**src/rtl/ap_mult_share_arb.sv**
```systemverilog
// Round-robin arbiter and issue sequencer that shares one external combinational
// multiplier among NUM_REQ requesters and returns tagged products after MUL_LAT+1 cycles.
module ap_mult_share_arb #(
   parameter int unsigned NUM_REQ = 4,
   parameter int unsigned WIDTH   = 8,
   parameter int unsigned MUL_LAT = 1
) (
   input  logic                         clk_i,
   input  logic                         rst_i,
   input  logic                         en_i,
   input  logic [NUM_REQ-1:0]           req_valid_i,
   input  logic [NUM_REQ*WIDTH-1:0]     req_a_i,
   input  logic [NUM_REQ*WIDTH-1:0]     req_b_i,
   output logic [NUM_REQ-1:0]           req_ready_o,
   output logic [WIDTH-1:0]             mul_a_o,
   output logic [WIDTH-1:0]             mul_b_o,
   input  logic [2*WIDTH-1:0]           mul_p_i,
   output logic                         resp_valid_o,
   output logic [$clog2(NUM_REQ)-1:0]   resp_id_o,
   output logic [2*WIDTH-1:0]           resp_p_o,
   output logic                         busy_o,
   output logic [15:0]                  issue_cnt_o
);

   localparam int unsigned ID_W = $clog2(NUM_REQ);
   localparam int unsigned CW   = ID_W + 1;
   localparam int unsigned PW   = 2 * WIDTH;

   logic [ID_W-1:0]  rr_ptr_q, rr_ptr_d;
   logic [WIDTH-1:0] mul_a_q, mul_a_d;
   logic [WIDTH-1:0] mul_b_q, mul_b_d;
   logic             s0_valid_q, s0_valid_d;
   logic [ID_W-1:0]  s0_id_q, s0_id_d;
   logic [15:0]      issue_cnt_q, issue_cnt_d;

   logic [MUL_LAT-1:0] pv_q;
   logic [ID_W-1:0]    pid_q [MUL_LAT];
   logic [PW-1:0]      pp_q  [MUL_LAT];

   logic             grant_found;
   logic [ID_W-1:0]  grant_idx;
   logic [CW-1:0]    cand;
   logic             accept;

   // Search from rr_ptr upward, wrapping modulo NUM_REQ, for the first valid requester.
   always_comb begin
      grant_found = 1'b0;
      grant_idx   = '0;
      cand        = '0;
      for (int unsigned k = 0; k < NUM_REQ; k++) begin
         cand = CW'(rr_ptr_q) + CW'(k);
         if (cand >= CW'(NUM_REQ)) begin
            cand = cand - CW'(NUM_REQ);
         end
         if (!grant_found && req_valid_i[cand[ID_W-1:0]]) begin
            grant_found = 1'b1;
            grant_idx   = cand[ID_W-1:0];
         end
      end
   end

   assign accept = en_i & grant_found;

   always_comb begin
      req_ready_o = '0;
      if (accept) begin
         req_ready_o[grant_idx] = 1'b1;
      end
   end

   // Issue stage next state: operands and pointer only move on an accept.
   always_comb begin
      rr_ptr_d    = rr_ptr_q;
      mul_a_d     = mul_a_q;
      mul_b_d     = mul_b_q;
      s0_valid_d  = 1'b0;
      s0_id_d     = s0_id_q;
      issue_cnt_d = issue_cnt_q;
      if (accept) begin
         rr_ptr_d    = (grant_idx == ID_W'(NUM_REQ - 1)) ? '0 : grant_idx + ID_W'(1);
         mul_a_d     = req_a_i[grant_idx*WIDTH +: WIDTH];
         mul_b_d     = req_b_i[grant_idx*WIDTH +: WIDTH];
         s0_valid_d  = 1'b1;
         s0_id_d     = grant_idx;
         issue_cnt_d = issue_cnt_q + 16'd1;
      end
   end

   always_ff @(posedge clk_i) begin
      if (rst_i) begin
         rr_ptr_q    <= '0;
         mul_a_q     <= '0;
         mul_b_q     <= '0;
         s0_valid_q  <= 1'b0;
         s0_id_q     <= '0;
         issue_cnt_q <= '0;
         pv_q        <= '0;
         for (int unsigned s = 0; s < MUL_LAT; s++) begin
            pid_q[s] <= '0;
            pp_q[s]  <= '0;
         end
      end else begin
         rr_ptr_q    <= rr_ptr_d;
         mul_a_q     <= mul_a_d;
         mul_b_q     <= mul_b_d;
         s0_valid_q  <= s0_valid_d;
         s0_id_q     <= s0_id_d;
         issue_cnt_q <= issue_cnt_d;
         // Result pipeline shifts unconditionally; only the valid bit marks real products.
         pv_q[0]  <= s0_valid_q;
         pid_q[0] <= s0_id_q;
         pp_q[0]  <= mul_p_i;
         for (int unsigned s = 1; s < MUL_LAT; s++) begin
            pv_q[s]  <= pv_q[s-1];
            pid_q[s] <= pid_q[s-1];
            pp_q[s]  <= pp_q[s-1];
         end
      end
   end

   assign mul_a_o      = mul_a_q;
   assign mul_b_o      = mul_b_q;
   assign resp_valid_o = pv_q[MUL_LAT-1];
   assign resp_id_o    = pid_q[MUL_LAT-1];
   assign resp_p_o     = pp_q[MUL_LAT-1];
   assign busy_o       = s0_valid_q | (|pv_q);
   assign issue_cnt_o  = issue_cnt_q;

endmodule

```
**config.mk**
```make
export PLATFORM = sky130hd
export DESIGN_NAME = ap_mult_share_arb
export DESIGN_NICKNAME = d
export VERILOG_FILES = /design/src/rtl/ap_mult_share_arb.sv
export SDC_FILE = /design/constraint.sdc
export NUM_CORES = 1
export LEC_CHECK = 0
export ABC_AREA = 1
export CAP_MARGIN = 20
export CORE_AREA = 2 2 95 88
export CTS_BUF_LIST = sky130_fd_sc_hd__clkbuf_2 sky130_fd_sc_hd__clkbuf_4 sky130_fd_sc_hd__clkbuf_8
export CTS_CLUSTER_SIZE = 8
export DETAILED_ROUTE_END_ITERATION = 7
export DIE_AREA = 0 0 97 90
export PLACE_DENSITY = 0.85
export SYNTH_ARGS = -nofsm -noshare
export SYNTH_HDL_FRONTEND = slang
export SYNTH_SLANG_ARGS = --single-unit
```
**constraint.sdc**
```tcl
create_clock -name clk_i -period 2.97 [get_ports clk_i]
set_clock_uncertainty 0.1 [all_clocks]
set_input_delay 0.7425 -clock clk_i [delete_from_list [all_inputs] [get_ports clk_i]]
set_output_delay 0.7425 -clock clk_i [all_outputs]
set_load 0.01 [all_outputs]
```
==> impl_results.html <==
<table>
<tr><th>Metric</th><th>Value</th></tr>
<tr><th colspan="2">Logic synthesis</th></tr>
<tr><td>Combinational family with the most area after synthesis</td><td>simple AND/OR/NAND/NOR gates</td></tr>
<tr><td>Yosys warning count</td><td>0</td></tr>
<tr><td>Post-Synth XOR/XNOR Area</td><td>3.16%</td></tr>
<tr><td>Seq cells post-synth</td><td>56</td></tr>
<tr><td>Simple-gate share of the synthesized area</td><td>40.6%</td></tr>
<tr><td>Ranking of synthesized cells by instance count</td><td>sky130_fd_sc_hd__inv_1, sky130_fd_sc_hd__nand2_1, sky130_fd_sc_hd__nand3_1, sky130_fd_sc_hd__nor2_1, sky130_fd_sc_hd__dfxtp_1</td></tr>
<tr><td>Leading cell type by number of instances after synthesis</td><td>sky130_fd_sc_hd__inv_1</td></tr>
<tr><td>Synthesized-area fraction occupied by ao, oa, aoi and oai cells</td><td>3.98%</td></tr>
<tr><td>Adder-Cell Fraction of Synth Area</td><td>0.752%</td></tr>
<tr><td>Average cell area after synthesis</td><td>6.14 µm²</td></tr>
<tr><td>Proportion of synthesized flip-flops having asynchronous set or reset</td><td>0%</td></tr>
<tr><td>Post-synthesis sequential area ratio</td><td>33.7%</td></tr>
<tr><td>Number of distinct library cells after synthesis</td><td>25</td></tr>
<tr><td>Cell Area, Synth</td><td>3330 µm²</td></tr>
<tr><td>Count of mapped cells out of synthesis</td><td>542</td></tr>
<tr><td>Commonest register cell after synthesis</td><td>sky130_fd_sc_hd__dfxtp_1</td></tr>
<tr><td>Synthesized Nets</td><td>631</td></tr>
<tr><td>Portion of synthesized cell area occupied by the leading cell type</td><td>33.7%</td></tr>
<tr><td>Cell accounting for the most synthesized area</td><td>sky130_fd_sc_hd__dfxtp_1</td></tr>
<tr><td>Cells taking the most area after synthesis</td><td>sky130_fd_sc_hd__dfxtp_1, sky130_fd_sc_hd__inv_1, sky130_fd_sc_hd__nand2_1</td></tr>
<tr><td>Number of enable-type register cells in the synthesized netlist</td><td>0</td></tr>
<tr><td>Multiplexer fraction of the synthesized cell area</td><td>0%</td></tr>
<tr><th colspan="2">Die</th></tr>
<tr><td>Boundary Pins</td><td>143</td></tr>
<tr><td>Vertical die dimension</td><td>90 µm</td></tr>
<tr><td>Core area</td><td>7800 µm²</td></tr>
<tr><td>Die span in x</td><td>97 µm</td></tr>
<tr><td>Starting utilization of the core area</td><td>42.7%</td></tr>
<tr><td>Placement row count</td><td>31</td></tr>
<tr><td>Floorplan die area</td><td>8730 µm²</td></tr>
<tr><th colspan="2">Worst setup path</th></tr>
<tr><td>Worst Path Arrival</td><td>2.06 ns</td></tr>
<tr><td>Source of the worst register-to-register timing path</td><td>rr_ptr_q[0]$_SDFFE_PP0P_</td></tr>
<tr><td>Largest fanout on the critical path</td><td>4</td></tr>
<tr><td>Setup crit end kind</td><td>primary output</td></tr>
<tr><td>Data required time at the worst endpoint</td><td>2.13 ns</td></tr>
<tr><td>Nature of the critical path startpoint</td><td>input pin</td></tr>
<tr><td>Count of cells along the worst register-to-register path</td><td>15</td></tr>
<tr><td>Critical path start-end classification</td><td>in -&gt; out</td></tr>
<tr><td>Crit Reg-Reg Endpoint</td><td>mul_a_o[5]$_SDFFE_PP0P_</td></tr>
<tr><td>Register-to-Register Setup Slack</td><td>0.70 ns</td></tr>
<tr><th colspan="2">Cells and area</th></tr>
<tr><td>Layout Cells excl Fill</td><td>786</td></tr>
<tr><td>Fraction of layout cells with a size suffix above 1</td><td>12.5%</td></tr>
<tr><td>Area overhead of the layout relative to synthesis</td><td>50.9%</td></tr>
<tr><td>Net total in the final layout</td><td>775</td></tr>
<tr><td>Post-route design area</td><td>5020 µm²</td></tr>
<tr><td>Ant. Diodes</td><td>0</td></tr>
<tr><th colspan="2">STA</th></tr>
<tr><td>Worst Slack Setup Final</td><td>0.0660 ns</td></tr>
<tr><td>Number of pins exceeding their max-slew limit in the final report</td><td>0</td></tr>
<tr><td>Worst slew slack as a fraction of its limit</td><td>59.1%</td></tr>
<tr><td>Final hold viol count</td><td>0</td></tr>
<tr><td>Part of the cycle the worst path needs</td><td>97.8%</td></tr>
<tr><td>Final setup fails</td><td>0</td></tr>
<tr><td>Highest clock rate</td><td>0.344 GHz</td></tr>
<tr><td>Shortest clock period the worst path allows after layout</td><td>2.90 ns</td></tr>
<tr><td>Slew of the pin with the lowest slew margin</td><td>0.613 ns</td></tr>
<tr><th colspan="2">GRT</th></tr>
<tr><td>Maximum number of pins on one net before global-route repair</td><td>47</td></tr>
<tr><td>Via count of the first global-routing pass</td><td>3,517</td></tr>
<tr><td>Total overflow reported by the global router</td><td>0</td></tr>
<tr><td>Overall track demand over capacity in global routing</td><td>20.4%</td></tr>
<tr><td>First-pass GRT wire length</td><td>15,200 µm</td></tr>
<tr><td>Initial antenna violation count</td><td>0</td></tr>
<tr><th colspan="2">Clock network</th></tr>
<tr><td>Count of clock tree sinks</td><td>56</td></tr>
<tr><td>Clock Tree Buf Depth</td><td>2</td></tr>
<tr><td>Number of buffers inserted during clock tree synthesis</td><td>5</td></tr>
<tr><td>Clock tree from TritonCTS</td><td>yes</td></tr>
<tr><td>H-tree depth</td><td>2</td></tr>
<tr><td>Clock slew at the register clock pins of the worst setup and hold paths</td><td>0.11 ns</td></tr>
<tr><td>Clock network latency to the later pin of the worst-skew pair</td><td>0.31 ns</td></tr>
<tr><td>Root Driver</td><td>sky130_fd_sc_hd__clkbuf_8</td></tr>
<tr><th colspan="2">Drt</th></tr>
<tr><td>First-pass iteration count of the detailed router</td><td>4</td></tr>
<tr><td>Remaining antenna violation count after routing</td><td>0</td></tr>
<tr><td>Post-detailed-route via-to-cell ratio</td><td>4.78</td></tr>
<tr><td>Avg WL per Cell</td><td>11.7 µm</td></tr>
<tr><td>DRC violation count after routing</td><td>0</td></tr>
<tr><td>Via count</td><td>3,761</td></tr>
<tr><td>Final wirelength</td><td>9180 µm</td></tr>
<tr><td>DRC violation total after the first TritonRoute iteration</td><td>134</td></tr>
<tr><th colspan="2">Place</th></tr>
<tr><td>Dpl ws</td><td>-0.695 ns</td></tr>
<tr><td>Buffers on Ports</td><td>142</td></tr>
<tr><td>Number of cells after detailed placement</td><td>775</td></tr>
<tr><td>Weighted congestion at the end of routability-driven global placement</td><td>0.934</td></tr>
<tr><td>Placed wire-length estimate</td><td>6970 µm</td></tr>
<tr><td>DP Area</td><td>4860 µm²</td></tr>
<tr><th colspan="2">Worst hold path</th></tr>
<tr><td>Worst hold start</td><td>s0_id_q[1]$_SDFFE_PP0P_</td></tr>
<tr><td>Min-Delay Path Depth</td><td>2</td></tr>
<tr><td>Type of the worst min-delay path</td><td>reg -&gt; reg</td></tr>
<tr><td>End of the worst hold path</td><td>pid_q[0][1]$_SDFF_PP0_</td></tr>
<tr><th colspan="2">Outcome</th></tr>
<tr><td>Outcome</td><td>completed</td></tr>
<tr><th colspan="2">Pwr</th></tr>
<tr><td>Leak</td><td>2.48 nW</td></tr>
<tr><td>Power Density</td><td>868 nW/µm²</td></tr>
<tr><td>Max VDD drop</td><td>0.558 mV</td></tr>
<tr><td>Overall power of the completed layout</td><td>4.36 mW</td></tr>
<tr><th colspan="2">Job</th></tr>
<tr><td>Number of max-capacitance violations reported</td><td>0</td></tr>
</table>
==> metal layers <==
metal	routed length (µm)	vias up	track usage, %	part of all wire (%)
met4	262	0	7.75	2.9
li1	-	1905	-	-
met5	0	-	0	0
met2	4720	127	37.8	51
met3	586	24	4.59	6.4
met1	3610	1705	22.5	39
==> critical path, stage by stage <==
cell                       delay, ns
sky130_fd_sc_hd__clkbuf_2       0.10
sky130_fd_sc_hd__inv_2          0.08
sky130_fd_sc_hd__nand2_4        0.07
sky130_fd_sc_hd__nand3_4        0.09
sky130_fd_sc_hd__nand2_4        0.07
sky130_fd_sc_hd__nor2_4         0.14
sky130_fd_sc_hd__nand2_2        0.09
sky130_fd_sc_hd__nor2_4         0.11
sky130_fd_sc_hd__nor2_4         0.06
sky130_fd_sc_hd__inv_2          0.07
sky130_fd_sc_hd__ha_4           0.12
sky130_fd_sc_hd__inv_1          0.04
sky130_fd_sc_hd__nor2_1         0.11
sky130_fd_sc_hd__buf_2          0.14
==> stage by stage <==
stage               setup TNS, ns  utilization [%]  hold slack [ns]
finish                          0             64.5            0.319
detailed placement          -2.59             62.3            0.311
global route              -0.0289             64.5            0.335
global placement            -2.31             62.3            0.306
floorplan                       0                -            0.297
CTS                             0             63.6            0.317
==> cell type report <==
type | count | area, µm²
Clock inverter | 3 | 22.5
Clock buffer | 5 | 68.8
Fill cell | 693 | 2770
Timing Repair Buffer | 161 | 1520
Multi-Input combinational cell | 339 | 1700
Sequential cell | 56 | 1130
Inverter | 123 | 462
Tap cell | 99 | 124
==> registers in the layout, indices dropped and copies added (netlist names) <==
register / cells
pid_q: 2
issue_cnt_o: 16
s0_id_q: 2
mul_b_o: 8
s0_valid_q: 1
rr_ptr_q: 2
mul_a_o: 8
resp_valid_o: 1
pp_q: 16
==> timing repair <==
item / in CTS / in global routing
hold buffers: 0 / 0
pin swaps: 10 / 11
resized for setup: 36 / 25
setup buffers: 1 / 2
cloned: 0 / 0
endpoints found under the setup margin: 4 / 4
==> cell usage in the layout (no fill, tap or decap), types with 3 or more instances in the layout <==
| cell type | netlist | layout |
|---|---|---|
| sky130_fd_sc_hd__clkdlybuf4s50_1 | 0 | 133 |
| sky130_fd_sc_hd__inv_1 | 119 | 113 |
| sky130_fd_sc_hd__nand2_1 | 116 | 109 |
| sky130_fd_sc_hd__nand3_1 | 82 | 81 |
| sky130_fd_sc_hd__nor2_1 | 68 | 66 |
| sky130_fd_sc_hd__dfxtp_1 | 56 | 54 |
| sky130_fd_sc_hd__buf_4 | 1 | 20 |
| sky130_fd_sc_hd__a21oi_1 | 18 | 17 |
| sky130_fd_sc_hd__nand2_2 | 10 | 12 |
| sky130_fd_sc_hd__inv_2 | 4 | 10 |
| sky130_fd_sc_hd__nand3_2 | 9 | 9 |
| sky130_fd_sc_hd__nand2_4 | 1 | 6 |
| sky130_fd_sc_hd__o21ai_0 | 7 | 6 |
| sky130_fd_sc_hd__xor2_1 | 6 | 6 |
| sky130_fd_sc_hd__xnor2_1 | 6 | 6 |
| sky130_fd_sc_hd__nor3_1 | 5 | 5 |
| sky130_fd_sc_hd__clkbuf_8 | 0 | 5 |
| sky130_fd_sc_hd__clkbuf_2 | 0 | 4 |
| sky130_fd_sc_hd__buf_2 | 12 | 4 |
| sky130_fd_sc_hd__nor2_4 | 2 | 3 |
| sky130_fd_sc_hd__nand4_1 | 3 | 3 |
==> kinds of logic (layout without fill, tap and decap cells) <==
kind of cell               after synthesis  count (layout)
AOI/OAI and AO/OA                       26              26
DFF                                     56              56
buffers and inverters                  147             292
xor gates and xnor gates                12              12
and+or+nand+nor                        299             299
adders and majority gates                2               2
==> report_power, final <==
part / internal, mW / switching [mW]
clock network: 0.170 / 0.259
registers: 0.923 / 0.102
logic: 1.21 / 1.70
total: 2.30 / 2.06
==> worst max-delay path by stage <==
stage                         from             end
floorplan           req_valid_i[1]  req_ready_o[3]
global placement    req_valid_i[1]  req_ready_o[3]
detailed placement  req_valid_i[2]  req_ready_o[3]
CTS                 req_valid_i[0]  req_ready_o[3]
global route        req_valid_i[0]  req_ready_o[3]
finish              req_valid_i[0]  req_ready_o[3]
No activity file was read; power rests on OpenSTA's default activity.
